$ cat src/rtl/hex_keypad_scanner_pkg.sv
// Purpose: shared keypad constants, FSM state encoding and decode helpers for the keypad scanner.
// Latency: n/a (types, constants and pure functions only).
// Backpressure: n/a.
package hex_keypad_scanner_pkg;

  localparam int KP_ROWS = 4;
  localparam int KP_COLS = 4;

  typedef enum logic [1:0] {
    KP_SCAN     = 2'd0,
    KP_DEBOUNCE = 2'd1,
    KP_HELD     = 2'd2
  } kp_state_e;

  // Key legend by row / column; '*' reads as E and '#' reads as F.
  localparam logic [3:0] KEY_R0_C0 = 4'h1;
  localparam logic [3:0] KEY_R0_C1 = 4'h2;
  localparam logic [3:0] KEY_R0_C2 = 4'h3;
  localparam logic [3:0] KEY_R0_C3 = 4'hA;
  localparam logic [3:0] KEY_R1_C0 = 4'h4;
  localparam logic [3:0] KEY_R1_C1 = 4'h5;
  localparam logic [3:0] KEY_R1_C2 = 4'h6;
  localparam logic [3:0] KEY_R1_C3 = 4'hB;
  localparam logic [3:0] KEY_R2_C0 = 4'h7;
  localparam logic [3:0] KEY_R2_C1 = 4'h8;
  localparam logic [3:0] KEY_R2_C2 = 4'h9;
  localparam logic [3:0] KEY_R2_C3 = 4'hC;
  localparam logic [3:0] KEY_R3_C0 = 4'hE;
  localparam logic [3:0] KEY_R3_C1 = 4'h0;
  localparam logic [3:0] KEY_R3_C2 = 4'hF;
  localparam logic [3:0] KEY_R3_C3 = 4'hD;

  function automatic logic [3:0] key_lookup(input logic [1:0] row, input logic [1:0] col);
    logic [3:0] code;
    code = 4'h0;
    case ({row, col})
      4'h0: code = KEY_R0_C0;
      4'h1: code = KEY_R0_C1;
      4'h2: code = KEY_R0_C2;
      4'h3: code = KEY_R0_C3;
      4'h4: code = KEY_R1_C0;
      4'h5: code = KEY_R1_C1;
      4'h6: code = KEY_R1_C2;
      4'h7: code = KEY_R1_C3;
      4'h8: code = KEY_R2_C0;
      4'h9: code = KEY_R2_C1;
      4'hA: code = KEY_R2_C2;
      4'hB: code = KEY_R2_C3;
      4'hC: code = KEY_R3_C0;
      4'hD: code = KEY_R3_C1;
      4'hE: code = KEY_R3_C2;
      default: code = KEY_R3_C3;
    endcase
    return code;
  endfunction

  // A usable pattern has exactly one row pulled low; anything else is idle or ghosting.
  function automatic logic one_low(input logic [3:0] rows);
    return (rows == 4'b1110) || (rows == 4'b1101) || (rows == 4'b1011) || (rows == 4'b0111);
  endfunction

  function automatic logic [1:0] low_index(input logic [3:0] rows);
    logic [1:0] idx;
    idx = 2'd0;
    case (rows)
      4'b1101: idx = 2'd1;
      4'b1011: idx = 2'd2;
      4'b0111: idx = 2'd3;
      default: idx = 2'd0;
    endcase
    return idx;
  endfunction

endpackage

$ cat src/rtl/hex_keypad_scanner_sync_2ff.sv
// Purpose: generic two-flop synchroniser for asynchronous active-low inputs.
// Latency: two clock cycles from input change to output.
// Backpressure: none; resets to all-ones so idle active-low lines read inactive.
module sync_2ff #(
  parameter int WIDTH = 4
) (
  input  logic             clk,
  input  logic             rst,
  input  logic [WIDTH-1:0] d,
  output logic [WIDTH-1:0] q
);

  logic [WIDTH-1:0] meta_q, meta_d;
  logic [WIDTH-1:0] sync_q, sync_d;

  // Next values simply shift the input one stage per clock.
  always_comb begin
    meta_d = d;
    sync_d = meta_q;
  end

  // Both stages return to the inactive (all-ones) level on reset.
  always_ff @(posedge clk or posedge rst) begin
    if (rst) begin
      meta_q <= '1;
      sync_q <= '1;
    end else begin
      meta_q <= meta_d;
      sync_q <= sync_d;
    end
  end

  assign q = sync_q;

endmodule

$ cat src/rtl/hex_keypad_scanner.sv
// Purpose: scans a 4x4 active-low keypad, debounces presses and shifts accepted hex digits into a 16-bit entry register.
// Latency: key_valid pulses one cycle after the DEBOUNCE_TICKS-th consecutive stable tick (rows pass a 2-cycle synchroniser first).
// Backpressure: none; key_valid is a one-cycle pulse and key_code / entry_value hold until the next accept.
module hex_keypad_scanner
  import hex_keypad_scanner_pkg::*;
#(
  parameter int SCAN_DIV       = 100000,
  parameter int DEBOUNCE_TICKS = 10
) (
  input  logic               clk100MHz,
  input  logic               rst,
  input  logic [KP_ROWS-1:0] row_in,
  input  logic               entry_clr,
  output logic [KP_COLS-1:0] col_out,
  output logic               key_valid,
  output logic [3:0]         key_code,
  output logic               key_held,
  output logic [15:0]        entry_value
);

  localparam int TICK_W = (SCAN_DIV > 1) ? $clog2(SCAN_DIV) : 1;
  localparam int DB_W   = $clog2(DEBOUNCE_TICKS + 1);

  localparam logic [TICK_W-1:0] TICK_LAST = TICK_W'(SCAN_DIV - 1);
  localparam logic [TICK_W-1:0] TICK_ONE  = TICK_W'(1);
  localparam logic [DB_W-1:0]   DB_DONE   = DB_W'(DEBOUNCE_TICKS);
  localparam logic [DB_W-1:0]   DB_ONE    = DB_W'(1);

  logic [KP_ROWS-1:0] rs;
  logic               tick;
  logic [DB_W-1:0]    dbc_inc;
  logic               accept;

  logic [TICK_W-1:0]  tick_cnt_q, tick_cnt_d;
  kp_state_e          state_q, state_d;
  logic [1:0]         col_q, col_d;
  logic [3:0]         pat_q, pat_d;
  logic [DB_W-1:0]    dbc_q, dbc_d;
  logic               key_valid_q, key_valid_d;
  logic [3:0]         key_code_q, key_code_d;
  logic               key_held_q, key_held_d;
  logic [15:0]        entry_q, entry_d;

  sync_2ff #(.WIDTH(KP_ROWS)) u_row_sync (
    .clk (clk100MHz),
    .rst (rst),
    .d   (row_in),
    .q   (rs)
  );

  // Free-running dwell counter; rows are only judged on the last cycle of each dwell.
  always_comb begin
    tick       = (tick_cnt_q == TICK_LAST);
    tick_cnt_d = tick ? '0 : (tick_cnt_q + TICK_ONE);
  end

  // Scan / debounce / hold sequencing, accept side effects and entry register update.
  always_comb begin
    state_d     = state_q;
    col_d       = col_q;
    pat_d       = pat_q;
    dbc_d       = dbc_q;
    key_valid_d = 1'b0;
    key_code_d  = key_code_q;
    key_held_d  = key_held_q;
    entry_d     = entry_q;
    accept      = 1'b0;
    dbc_inc     = dbc_q + DB_ONE;

    unique case (state_q)
      KP_SCAN: begin
        if (tick) begin
          if (one_low(rs)) begin
            pat_d   = rs;
            dbc_d   = DB_ONE;
            state_d = KP_DEBOUNCE;
            accept  = (DB_ONE >= DB_DONE);
          end else begin
            col_d = col_q + 2'd1;
          end
        end
      end
      KP_DEBOUNCE: begin
        if (tick) begin
          if (rs == pat_q) begin
            dbc_d  = dbc_inc;
            accept = (dbc_inc >= DB_DONE);
          end else begin
            dbc_d   = '0;
            col_d   = col_q + 2'd1;
            state_d = KP_SCAN;
          end
        end
      end
      KP_HELD: begin
        // Column stays frozen, so only this column's keys can hold the release off.
        if (tick) begin
          if (rs == 4'hF) begin
            dbc_d = dbc_inc;
            if (dbc_inc >= DB_DONE) begin
              dbc_d      = '0;
              key_held_d = 1'b0;
              col_d      = col_q + 2'd1;
              state_d    = KP_SCAN;
            end
          end else begin
            dbc_d = '0;
          end
        end
      end
      default: begin
        state_d = KP_SCAN;
      end
    endcase

    if (accept) begin
      key_valid_d = 1'b1;
      key_code_d  = key_lookup(low_index(rs), col_q);
      entry_d     = {entry_q[11:0], key_code_d};
      key_held_d  = 1'b1;
      dbc_d       = '0;
      state_d     = KP_HELD;
    end

    // A clear in the accept cycle still empties the register.
    if (entry_clr) begin
      entry_d = '0;
    end
  end

  // State and output registers.
  always_ff @(posedge clk100MHz or posedge rst) begin
    if (rst) begin
      tick_cnt_q  <= '0;
      state_q     <= KP_SCAN;
      col_q       <= 2'd0;
      pat_q       <= 4'hF;
      dbc_q       <= '0;
      key_valid_q <= 1'b0;
      key_code_q  <= 4'h0;
      key_held_q  <= 1'b0;
      entry_q     <= 16'h0;
    end else begin
      tick_cnt_q  <= tick_cnt_d;
      state_q     <= state_d;
      col_q       <= col_d;
      pat_q       <= pat_d;
      dbc_q       <= dbc_d;
      key_valid_q <= key_valid_d;
      key_code_q  <= key_code_d;
      key_held_q  <= key_held_d;
      entry_q     <= entry_d;
    end
  end

  assign col_out     = ~(4'b0001 << col_q);
  assign key_valid   = key_valid_q;
  assign key_code    = key_code_q;
  assign key_held    = key_held_q;
  assign entry_value = entry_q;

endmodule

$ cat config.mk
export PLATFORM = sky130hd
export DESIGN_NAME = hex_keypad_scanner
export DESIGN_NICKNAME = d
export VERILOG_FILES = /design/src/rtl/hex_keypad_scanner_pkg.sv /design/src/rtl/hex_keypad_scanner_sync_2ff.sv /design/src/rtl/hex_keypad_scanner.sv
export SDC_FILE = /design/constraint.sdc
export NUM_CORES = 1
export LEC_CHECK = 0
export ABC_CLOCK_PERIOD_IN_PS = 3700
export CORE_MARGIN = 2
export CORE_UTILIZATION = 55
export DETAILED_ROUTE_END_ITERATION = 16
export PLACE_DENSITY = 0.9
export SYNTH_ARGS = -nofsm -noshare
export SYNTH_HDL_FRONTEND = slang
export SYNTH_SLANG_ARGS = --single-unit
$ cat constraint.sdc
create_clock -name clk100MHz -period 3.7 [get_ports clk100MHz]
set_input_delay 0.74 -clock clk100MHz [delete_from_list [all_inputs] [get_ports clk100MHz]]
set_output_delay 0.74 -clock clk100MHz [all_outputs]
set_load 0.02 [all_outputs]
# --- Word level (Yosys, flattened, before mapping) ---
# Memories as Yosys holds them, arrays and structs flattened.
# Cells that the tools add are included.
op_classes:
  addsub: 3
  magnitude_cmp: 1
  n_eq_ne: 23
  shift: 1
  muxes: 40
  bitwise_logic: 1
  n_reduce_logical: 16
op_table:
  columns: ["op", "n"]
  rows:
  - ["$mux 16", 2]
  - ["$mux 2", 16]
  - ["$mux 4", 8]
  - ["$ne 3x3->1 const B", 7]
  - ["$pmux 2 s3", 3]
  - ["$add 17x1->17 const B", 1]
  - ["$eq 17x17->1 const B", 1]
  - ["$mux 17", 1]
  - ["$eq 4x4->1 const B", 4]
  - ["$ne 2x2->1 const B", 7]
  - ["$pmux 4 s3", 1]
  - ["$reduce_bool 2->1", 5]
  - ["$mux 1", 9]
  - ["$reduce_and 8->1", 1]
  - ["$reduce_and 7->1", 1]
  - ["$reduce_and 5->1", 1]
  - ["$add 4x1->4 const B", 1]
  - ["$eq 4x3->1 const B", 1]
  - ["$eq 4x4->1", 1]
  - ["$ge 4x4->1 const B", 1]
  - ["$not 4->4", 1]
  - ["$reduce_and 4->1", 1]
  - ["$reduce_bool 4->1", 1]
  - ["$shl 1x2->4 const A", 1]
  - ["7 further kinds", 9]
totals:
  register_bits: 59
  romBits: 64
  out_inout_bits: 26
  elab_cells: 97
  n_memories: 1
mem_list:
  columns: ["name", "words", "width", "read_ports", "rd_clocked_by_memory_dff", "write_ports", "line", "rtl"]
  rows:
  - ["(name not given)", 16, 4, 1, 0, 0, "hex_keypad_scanner_pkg.sv:36", "case ({row, col})"]

# --- Logic depth before layout (Yosys ltp) ---
# Gate-level depths: netlist of run 1.
# An unclocked memory read counts as a cell.
depth:
  depth_word: 9
  mapped_depth: 9

# --- Cells and area by module ---
# A second synthesis of run 1 with hierarchy kept.
hier_totals:
  hier_cells: 296
  hier_area_um2: 2927.8
by_module_without_submodules:
  columns: ["mod", "instances", "cells_per_inst", "area_per_inst_um2"]
  rows:
  - ["hex_keypad_scanner", 1, 287, 2713.9]
  - ["sync_2ff", 1, 9, 214.0]

# --- Worst setup path after synthesis of run 1 ---
# Ideal clock, no wire load.
synth_path:
  path_type: "flip-flop to flip-flop"
  start: "reg u_row_sync.sync_q[0], in the netlist u_row_sync.q[0]"
  end: "reg state_q[0]"
  setup_time_ns: 0.128
  arrival_ns: 2.148
  required_time_ns: 3.572
  path_slack_ns: 1.424
  stages_incl_launch_ff: 7
  path_buffers: 0
  period_less_slack_ns: 2.276
  cell_sequence: "dfstp_2 -> inv_2 -> a2111oi_4 -> nand2_2 -> or4b_4 -> a21oi_1 -> mux2_1"
synth_between:
  elab_chain_len: 6
  elab_cells_between_ends: 21
  classes_between: "eq/ne (13); mux (4); reduce/logical (4)"
synth_rtl:
  columns: ["element", "line", "rtl"]
  rows:
  - ["from (decl)", "hex_keypad_scanner_sync_2ff.sv:14", "logic [WIDTH-1:0] sync_q, sync_d;"]
  - ["from (signal assigned)", "hex_keypad_scanner_sync_2ff.sv:29", "sync_q <= sync_d;"]
  - ["$eq 4x4->1, on equally long branches", "hex_keypad_scanner.sv:85, hex_keypad_scanner_pkg.sv:59", null]
  - ["$mux 1 or $logic_or 1x1->1 (tied branches)", "hex_keypad_scanner.sv:85, hex_keypad_scanner_pkg.sv:59", null]
  - ["$mux 1 or $logic_or 1x1->1 (tied branches)", "hex_keypad_scanner.sv:84, hex_keypad_scanner_pkg.sv:59", null]
  - ["$mux 1 or $logic_or 1x1->1 (tied branches)", null, null]
  - ["$ne 3x3->1 (no line)", null, null]
  - ["$reduce_and 7->1 (no line)", null, null]
  - ["to (signal assigned)", "hex_keypad_scanner.sv:145", "state_q <= state_d;"]
  - ["to (decl)", "hex_keypad_scanner.sv:35", "kp_state_e state_q, state_d;"]
# Parallel ways exist; a longest one is shown, timed or not.
# A chain may end at the register's enable or synchronous reset.

# --- Final worst setup path of run 1 ---
layout_path:
  start: "reg u_row_sync.sync_q[3], in the netlist u_row_sync.q[3]"
  end: "reg state_q[0]"
# The elaborated chain is that of the path after synthesis.

==> flow_metrics.env, run 1 <==
export IMPL_drtIter0Drc=196
export IMPL_power_frac_clock=0.467
export IMPL_cts_setup_buffers=0
export IMPL_power_density_mw_per_mm2=368
export IMPL_cts_buffer_depth=2
export IMPL_post_dp_hpwl_um=3890
export IMPL_final_cell_mix="53 x nand2_1, 47 x dfrtp_1, 32 x clkdlybuf4s50_1"
export IMPL_synth_edf_count=0
export IMPL_first_pass_iters=4
export IMPL_slew_headroom=0.293
export IMPL_p_switching_uw=277
export IMPL_yosys_register_bits=59
export IMPL_cts_root_buf="clkbuf_8"
export IMPL_synth_warnings=0
export IMPL_crit_type="register to register"
export IMPL_via_per_inst=5.53
export IMPL_synth_top_cells_by_area="dfrtp_1 39%, dfstp_2 10%, nand2_1 6.6%"
export IMPL_die_w_um=78.1
export IMPL_grt_setup_unrepaired="no"
export IMPL_cts_tree="built"
export IMPL_initial_core_util=0.580
export IMPL_crit_fanout=20
export IMPL_worstPathArrival_ns=2.96
export IMPL_place_gp_congestion=0.855
export IMPL_synth_top_cell_area_share=0.390
export IMPL_max_freq_mhz=365
export IMPL_status="finished clean"
export IMPL_required_ns=3.92
export IMPL_htreeDepth=3
export IMPL_critical_path_max_stage_delay_ns=0.70
export IMPL_yosysTopAreaCell="dfrtp_1"
export IMPL_core_area_mm2=0.00520
export IMPL_crit_chain="nor2b_1 > a2111oi_4 > nand2_2 > or4b_4 > a21oi_1 > mux2_1"
export IMPL_ir_drop_mv=0.258
export IMPL_min_period_ns=2.74
export IMPL_grt_max_degree=54
export IMPL_antenna_found_initial=0
export IMPL_critPathBufInv=0
export IMPL_io_buffers=32
export IMPL_startpoint_type="register"
export IMPL_vias=2299
export IMPL_endpoint_kind="register"
export IMPL_syn_area_mm2=0.00302
export IMPL_seq_power_share=0.501
export IMPL_ant_nets=0
export IMPL_syn_inst=306
export IMPL_setup_violations=0
export IMPL_hold_viol=0
export IMPL_finalSetupTns_ns=0
export IMPL_grt_pass1_wl_um=9930
export IMPL_dieArea_mm2=0.00610
export IMPL_placementRows=26
export IMPL_gr_total_overflow=0
export IMPL_instances_no_fill=416
export IMPL_clk_pin_slew_ns=0.07
export IMPL_finalCritPeriodShare=0.741
export IMPL_power_leakage_nw=1.56
export IMPL_holdBufCountCts=0
export IMPL_min_path_type="register to register"
export IMPL_dp_cells=400
export IMPL_drive_above_1_share=0.130
export IMPL_clock_skew_ns=0.00805
export IMPL_totalWireLength_um=5730
export IMPL_wl_per_cell_um=13.8
export IMPL_antenna_cells=0
export IMPL_pwr_share_comb=0.031
export IMPL_p_int_mw=1.04
export IMPL_nets=362
export IMPL_syn_avg_cell_area_um2=9.86
export IMPL_final_common_cell="nand2_1"
export IMPL_yosysSeqAreaShare=0.494
export IMPL_syn2layout_area_growth_pct=19.0
export IMPL_worst_slew_pin_slew_ns=1.06
export IMPL_grt_pass1_vias=2187
export IMPL_slew_viol_final=0
export IMPL_clk_latency_ns=0.34
export IMPL_async_flop_share=1.00
export IMPL_syn_num_nets=327
export IMPL_fillers=398
export IMPL_ys_flop_type="dfrtp_1"
export IMPL_crit_family="simple AND/OR/NAND/NOR gates"
export IMPL_cp_slowest_cell="or4b_4"
export IMPL_switching_share=0.210
export IMPL_cts_buffers_inserted=9
export IMPL_drc_errors=0
export IMPL_dieHeight_um=78.1
export IMPL_synth_cell_types=53
export IMPL_grt_total_usage=0.209
export IMPL_cap_violations=0
export IMPL_cts_sinks=59
export IMPL_cts_resized=0
export IMPL_ios=33
-- sequential cells by signal, indices dropped and copies added (netlist names) --
| name | count |
|---|---|
| pat_q | 4 |
| entry_value | 16 |
| u_row_sync.q | 4 |
| state_q | 2 |
| key_valid | 1 |
| u_row_sync.meta_q | 4 |
| key_code | 4 |
| key_held | 1 |
| dbc_q | 4 |
| col_q | 2 |
| tick_cnt_q | 17 |
-- power groups by stage --
stage	combinational (mW)	sequential [mW]	clock, mW
floorplan	0.0326	0.668	0
global placement	0.0412	0.672	0
detailed placement	0.0421	0.673	0
CTS	0.0423	0.662	0.630
global route	0.0479	0.662	0.670
finish	0.0415	0.662	0.617
-- cell usage after synthesis, types with 3 or more instances --
master	n
and2_1	3
mux2_2	4
or3_1	3
buf_2	3
clkbuf_1	4
inv_1	15
a21oi_1	22
nand2_1	53
nand3_1	12
nor2_1	22
o21ai_0	11
nor3_1	8
xnor2_1	8
dfrtp_1	47
dfstp_2	12
nand2b_1	5
xor2_1	9
ha_1	14
nand4_1	4
nor2b_1	4
-- area by class of cell --
cell class	count	area (µm²)	area share
flip-flops and latches	59	1490	0.415
repair buffers	34	335	0.0933
multi-input cells	221	1410	0.393
inverters	16	60.1	0.0167
well taps	70	87.6	0.0244
clock inverters	6	80.1	0.0223
clock buffers	10	128	0.0355
-- worst paths after layout --
check | startpoint | end | slack, ns | cells after the start
worst max register to register | u_row_sync.q[3] | state_q[0] | 0.96 | 6
max in group asynchronous | rst | u_row_sync.q[3] | 1.94 | 3
worst min register to register | u_row_sync.meta_q[0] | u_row_sync.q[0] | 0.35 | 0
worst max-delay path | u_row_sync.q[3] | state_q[0] | 0.96 | 6
min in group asynchronous | rst | tick_cnt_q[4] | 0.98 | 2
worst min-delay path | u_row_sync.meta_q[0] | u_row_sync.q[0] | 0.35 | 0
-- worst register-to-register path: cells and delay by family, from the launching register on --
family	cells	cell delay (ns)
DFF	1	0.68
and+or+nand+nor	3	0.96
muxes	1	0.35
AOI/OAI and AO/OA	2	0.65
-- through the flow --
step	instance area (µm²)	total power [mW]	worst slack (ns)	hold WS, ns	utilization
after floorplan	3020	0.701	1.42	0.345	-
after global placement	3380	0.714	1.07	0.346	0.650
after detailed placement	3380	0.715	0.974	0.348	0.650
after CTS	3590	1.33	0.966	0.350	0.690
after global routing	3590	1.38	0.809	0.350	0.690
final	3590	1.32	0.957	0.352	0.690
-- routing by layer --
| layer | part of all wire | global-route usage |
|---|---|---|
| met3 | 0.046 | 0.0425 |
| met5 | 0 | 0 |
| met2 | 0.48 | 0.336 |
| met4 | 0.025 | 0.125 |
| met1 | 0.45 | 0.263 |
-- kinds of logic after synthesis --
family                     Yosys count  share of synthesized area
and+or+nand+nor                    129                      0.216
DFF                                 59                      0.494
AOI/OAI and AO/OA                   55                      0.122
buffers and inverters               26                     0.0386
xor gates and xnor gates            17                     0.0493
adders and majority gates           14                     0.0580
muxes                                6                     0.0224
No activity file was read; power rests on OpenSTA's default activity.
==> run 2, diff against run 1 <==
- ABC_CLOCK_PERIOD_IN_PS: 3700 -> 2810
- clock period: 3.7 -> 2.81 ns (I/O delays scaled with it)
==> flow_metrics.env, run 2 (synthesis gave the netlist of run 1 again) <==
export IMPL_drive_above_1_share=0.140
export IMPL_grt_max_degree=34
export IMPL_hold_viol=0
export IMPL_grt_total_usage=0.197
export IMPL_slew_viol_final=0
export IMPL_cts_buffers_inserted=9
export IMPL_drc_errors=0
export IMPL_cts_buffer_depth=2
export IMPL_final_cell_mix="53 x nand2_1, 47 x dfrtp_1, 32 x clkdlybuf4s50_1"
export IMPL_grt_setup_unrepaired="no"
export IMPL_wl_met2_um=2730
export IMPL_syn2layout_area_growth_pct=20.4
export IMPL_holdBufCountCts=0
export IMPL_dp_cells=404
export IMPL_wl_met1_um=2460
export IMPL_instances_no_fill=420
export IMPL_worstPathArrival_ns=1.95
export IMPL_crit_type="register to output pin"
export IMPL_slew_headroom=0.619
export IMPL_initial_core_util=0.580
export IMPL_totalWireLength_um=5540
export IMPL_die_w_um=78.1
export IMPL_crit_path_end="col_out[0]"
export IMPL_wl_per_cell_um=13.2
export IMPL_critPathLaunch="col_q[0]"
export IMPL_post_route_util=0.698
export IMPL_finalSetupTns_ns=0
export IMPL_cts_sinks=59
export IMPL_crit_fanout=8
export IMPL_clk_pin_slew_ns=0.06
export IMPL_fin_hold_ws_ns=0.357
export IMPL_power_density_mw_per_mm2=477
export IMPL_clk_latency_ns=0.33
export IMPL_status="finished clean"
export IMPL_r2r_slack_ns=0.38
export IMPL_post_dp_hpwl_um=4020
export IMPL_clock_skew_ns=0.00684
export IMPL_antenna_found_initial=0
export IMPL_highest_layer="met4"
export IMPL_dieHeight_um=78.1
export IMPL_fillers=382
export IMPL_via_per_inst=5.50
export IMPL_dieArea_mm2=0.00610
export IMPL_ios=33
export IMPL_cts_setup_buffers=0
export IMPL_cts_root_buf="clkbuf_8"
export IMPL_core_area_mm2=0.00520
export IMPL_first_pass_iters=4
export IMPL_cts_tree="built"
export IMPL_setup_violations=0
export IMPL_ir_drop_mv=0.393
export IMPL_worst_r2r_endpoint="state_q[0]"
export IMPL_max_freq_mhz=398
export IMPL_finalCritPeriodShare=0.893
export IMPL_startpoint_type="register"
export IMPL_min_path_type="register to register"
export IMPL_endpoint_kind="output pin"
export IMPL_worst_slew_pin_slew_ns=0.564
export IMPL_drtIter0Drc=80
export IMPL_cts_resized=0
export IMPL_place_gp_congestion=0.865
export IMPL_io_buffers=32
export IMPL_route_met3_wl_um=249
export IMPL_grt_pass1_vias=2197
export IMPL_cap_violations=0
export IMPL_antenna_cells=0
export IMPL_worstRegToRegCells=6
export IMPL_top_register="tick_cnt_q"
export IMPL_final_common_cell="nand2_1"
export IMPL_ant_nets=0
export IMPL_min_period_ns=2.51
export IMPL_htreeDepth=3
export IMPL_gr_total_overflow=0
export IMPL_grt_pass1_wl_um=9630
export IMPL_timing_rr_start="u_row_sync.q[0]"
export IMPL_power_leakage_nw=1.58
export IMPL_largest_reg_flops=17
export IMPL_vias=2312
export IMPL_placementRows=26
export IMPL_nets=366
export IMPL_required_ns=2.25
-- run 2: cell types whose count changed in the layout (fill, tap and decap cells not counted) --
cell and delta:
buf_4 +3, buf_12 +1
-- run 2: power breakdown --
group,leakage [nW],internal (mW),switching (mW)
clock network,0.110,0.493,0.312
registers,0.768,0.861,0.00606
logic,0.705,0.0242,0.0396
-- run 2: stage by stage --
stage	power [mW]	instance area (µm²)	setup slack, ns
after floorplan	0.923	3020	0.534
after global placement	0.944	3430	0.478
after detailed placement	0.946	3430	0.390
after CTS	1.75	3630	0.290
after global routing	1.81	3630	0.210
final	1.73	3630	0.300
-- run 2: how the worst min path moves through the flow --
stage,from,to,slack [ns],depth (start not counted)
2_1_floorplan,u_row_sync.meta_q[0],u_row_sync.q[0],0.35,0
3_3_place_gp,u_row_sync.meta_q[3],u_row_sync.q[3],0.35,0
3_5_place_dp,u_row_sync.meta_q[1],u_row_sync.q[1],0.35,0
4_1_cts,u_row_sync.meta_q[1],u_row_sync.q[1],0.36,0
5_1_grt,u_row_sync.meta_q[0],u_row_sync.q[0],0.36,0
6_report,u_row_sync.meta_q[1],u_row_sync.q[1],0.36,0
-- run 2: worst max-delay path: stages (launching register included) --
cell and delay, ns:
dfrtp_1 0.49, inv_1 0.14, ha_1 0.25, inv_1 0.12, clkdlybuf4s50_1 0.62
-- run 2: metal layers --
layer / track usage / vias to the layer above
li1: - / 1125
met1: 0.251 / 1118
met2: 0.326 / 57
met3: 0.0460 / 12
met4: 0.0789 / 0
met5: 0 / -
-- run 2: area by class of cell --
cell class | instances | area (µm²) | share of cell area
multi-input combinational | 221 | 1410 | 0.388
sequential | 59 | 1490 | 0.410
timing repair buffer | 38 | 378 | 0.104
clock inverter | 6 | 80.1 | 0.0220
clock buffer | 10 | 128 | 0.0351
inverter | 16 | 60.1 | 0.0165
tap | 70 | 87.6 | 0.0241
==> run 3, diff against run 2 <==
- CORE_MARGIN: 2 -> 8
==> flow_metrics.env, run 3 (synthesis gave the netlist of run 1 again) <==
export IMPL_power_leakage_nw=1.55
export IMPL_crit_type="register to output pin"
export IMPL_met1_usage=0.184
export IMPL_drtIter0Drc=147
export IMPL_startpoint_type="register"
export IMPL_hold_viol=0
export IMPL_min_path_type="register to register"
export IMPL_dieArea_mm2=0.00811
export IMPL_grt_max_degree=32
export IMPL_syn2layout_area_growth_pct=18.7
export IMPL_final_common_cell="nand2_1"
export IMPL_fillers=438
export IMPL_timing_rr_start="u_row_sync.q[2]"
export IMPL_holdBufCountCts=0
export IMPL_post_dp_hpwl_um=4430
export IMPL_clk_pin_slew_ns=0.06
export IMPL_required_ns=2.25
export IMPL_cts_root_buf="clkbuf_8"
export IMPL_worstRegToRegCells=6
export IMPL_worstPathArrival_ns=1.95
export IMPL_instances_no_fill=421
export IMPL_totalWireLength_um=6160
export IMPL_register_area_mm2=0.00149
export IMPL_cts_tree="built"
export IMPL_dieHeight_um=90.1
export IMPL_wl_per_cell_um=14.6
export IMPL_worst_slew_pin_slew_ns=0.652
export IMPL_fin_hold_ws_ns=0.355
export IMPL_die_w_um=90.1
export IMPL_initial_core_util=0.558
export IMPL_clock_skew_ns=0.00593
export IMPL_r2r_slack_ns=0.31
export IMPL_max_freq_mhz=398
export IMPL_slew_headroom=0.560
export IMPL_gr_total_overflow=0
export IMPL_clk_latency_ns=0.34
export IMPL_antenna_cells=0
export IMPL_drc_errors=0
export IMPL_crit_fanout=8
export IMPL_nets=365
export IMPL_htreeDepth=3
export IMPL_core_area_mm2=0.00541
export IMPL_largest_reg_flops=17
export IMPL_vias=2306
export IMPL_setup_violations=0
export IMPL_status="finished clean"
export IMPL_power_density_mw_per_mm2=436
export IMPL_grt_setup_unrepaired="no"
export IMPL_finalSetupTns_ns=0
export IMPL_ios=33
export IMPL_worstHoldStart="u_row_sync.meta_q[1]"
export IMPL_antenna_found_initial=0
export IMPL_met2_usage=0.261
export IMPL_place_gp_congestion=0.869
export IMPL_ir_drop_mv=0.350
export IMPL_whs_path_depth=0
export IMPL_io_buffers=32
export IMPL_drive_above_1_share=0.138
export IMPL_finalCritPeriodShare=0.895
export IMPL_first_pass_iters=5
export IMPL_grt_pass1_wl_um=10800
export IMPL_ant_nets=0
export IMPL_cts_resized=0
export IMPL_grt_total_usage=0.163
export IMPL_slew_viol_final=0
export IMPL_dp_cells=405
export IMPL_endpoint_kind="output pin"
export IMPL_top_register="tick_cnt_q"
export IMPL_cts_buffer_depth=2
export IMPL_cap_violations=0
export IMPL_multi_input_area_mm2=0.00141
export IMPL_cts_buffers_inserted=9
export IMPL_gr_usage_met3=0.0482
export IMPL_worst_r2r_endpoint="state_q[0]"
export IMPL_top_usage_layer="met2"
export IMPL_grt_pass1_vias=2284
export IMPL_placementRows=27
export IMPL_cts_setup_buffers=0
export IMPL_whs_endpoint="u_row_sync.q[1]"
export IMPL_final_cell_mix="53 x nand2_1, 47 x dfrtp_1, 32 x clkdlybuf4s50_1"
export IMPL_min_period_ns=2.52
export IMPL_cts_sinks=59
export IMPL_via_per_inst=5.48
[run 3: through the flow]
step / utilization / instance area [µm²] / worst slack [ns] / power (mW)
5_1_grt: 0.663 / 3580 / 0.183 / 1.63
3_3_place_gp: 0.633 / 3420 / 0.395 / 0.944
3_5_place_dp: 0.633 / 3420 / 0.327 / 0.946
6_report: 0.663 / 3580 / 0.294 / 1.56
2_1_floorplan: - / 3020 / 0.534 / 0.923
4_1_cts: 0.663 / 3580 / 0.286 / 1.58
[run 3: worst max path at each step]
stage                                from          to  slack [ns]  cells after the start
after floorplan           u_row_sync.q[0]  state_q[0]        0.53                      6
after global placement    u_row_sync.q[2]  state_q[0]        0.40                      6
after detailed placement  u_row_sync.q[2]  state_q[0]        0.33                      6
after CTS                        col_q[0]  col_out[0]        0.29                      4
after global routing      u_row_sync.q[2]  state_q[0]        0.18                      6
final                            col_q[0]  col_out[0]        0.29                      4
[run 3: area by class of cell]
cell class | instances | share of cell area
sequential | 59 | 0.416
clock buffer | 10 | 0.0356
timing repair buffer | 37 | 0.103
inverter | 16 | 0.0168
tap | 72 | 0.0251
clock inverter | 6 | 0.00908
multi-input combinational | 221 | 0.394
[run 3: routing by layer]
layer / share of wire / up-vias
met1: 0.43 / 1097
met3: 0.057 / 17
met4: 0.029 / 0
met5: 0 / -
li1: - / 1127
met2: 0.49 / 65
[run 3: worst max-delay path, cell delays in order, from the launching register on]
cell and delay, ns:
dfrtp_1 0.48, inv_1 0.14, ha_1 0.23, inv_1 0.13, clkdlybuf4s50_1 0.63
[run 3: power breakdown]
group / internal [mW] / switching (mW) / leakage [nW] / total [mW]
logic: 0.0232 / 0.0371 / 0.700 / 0.0603
clock network: 0.311 / 0.321 / 0.0856 / 0.631
registers: 0.861 / 0.00814 / 0.768 / 0.869
total: 1.19 / 0.366 / 1.55 / 1.56
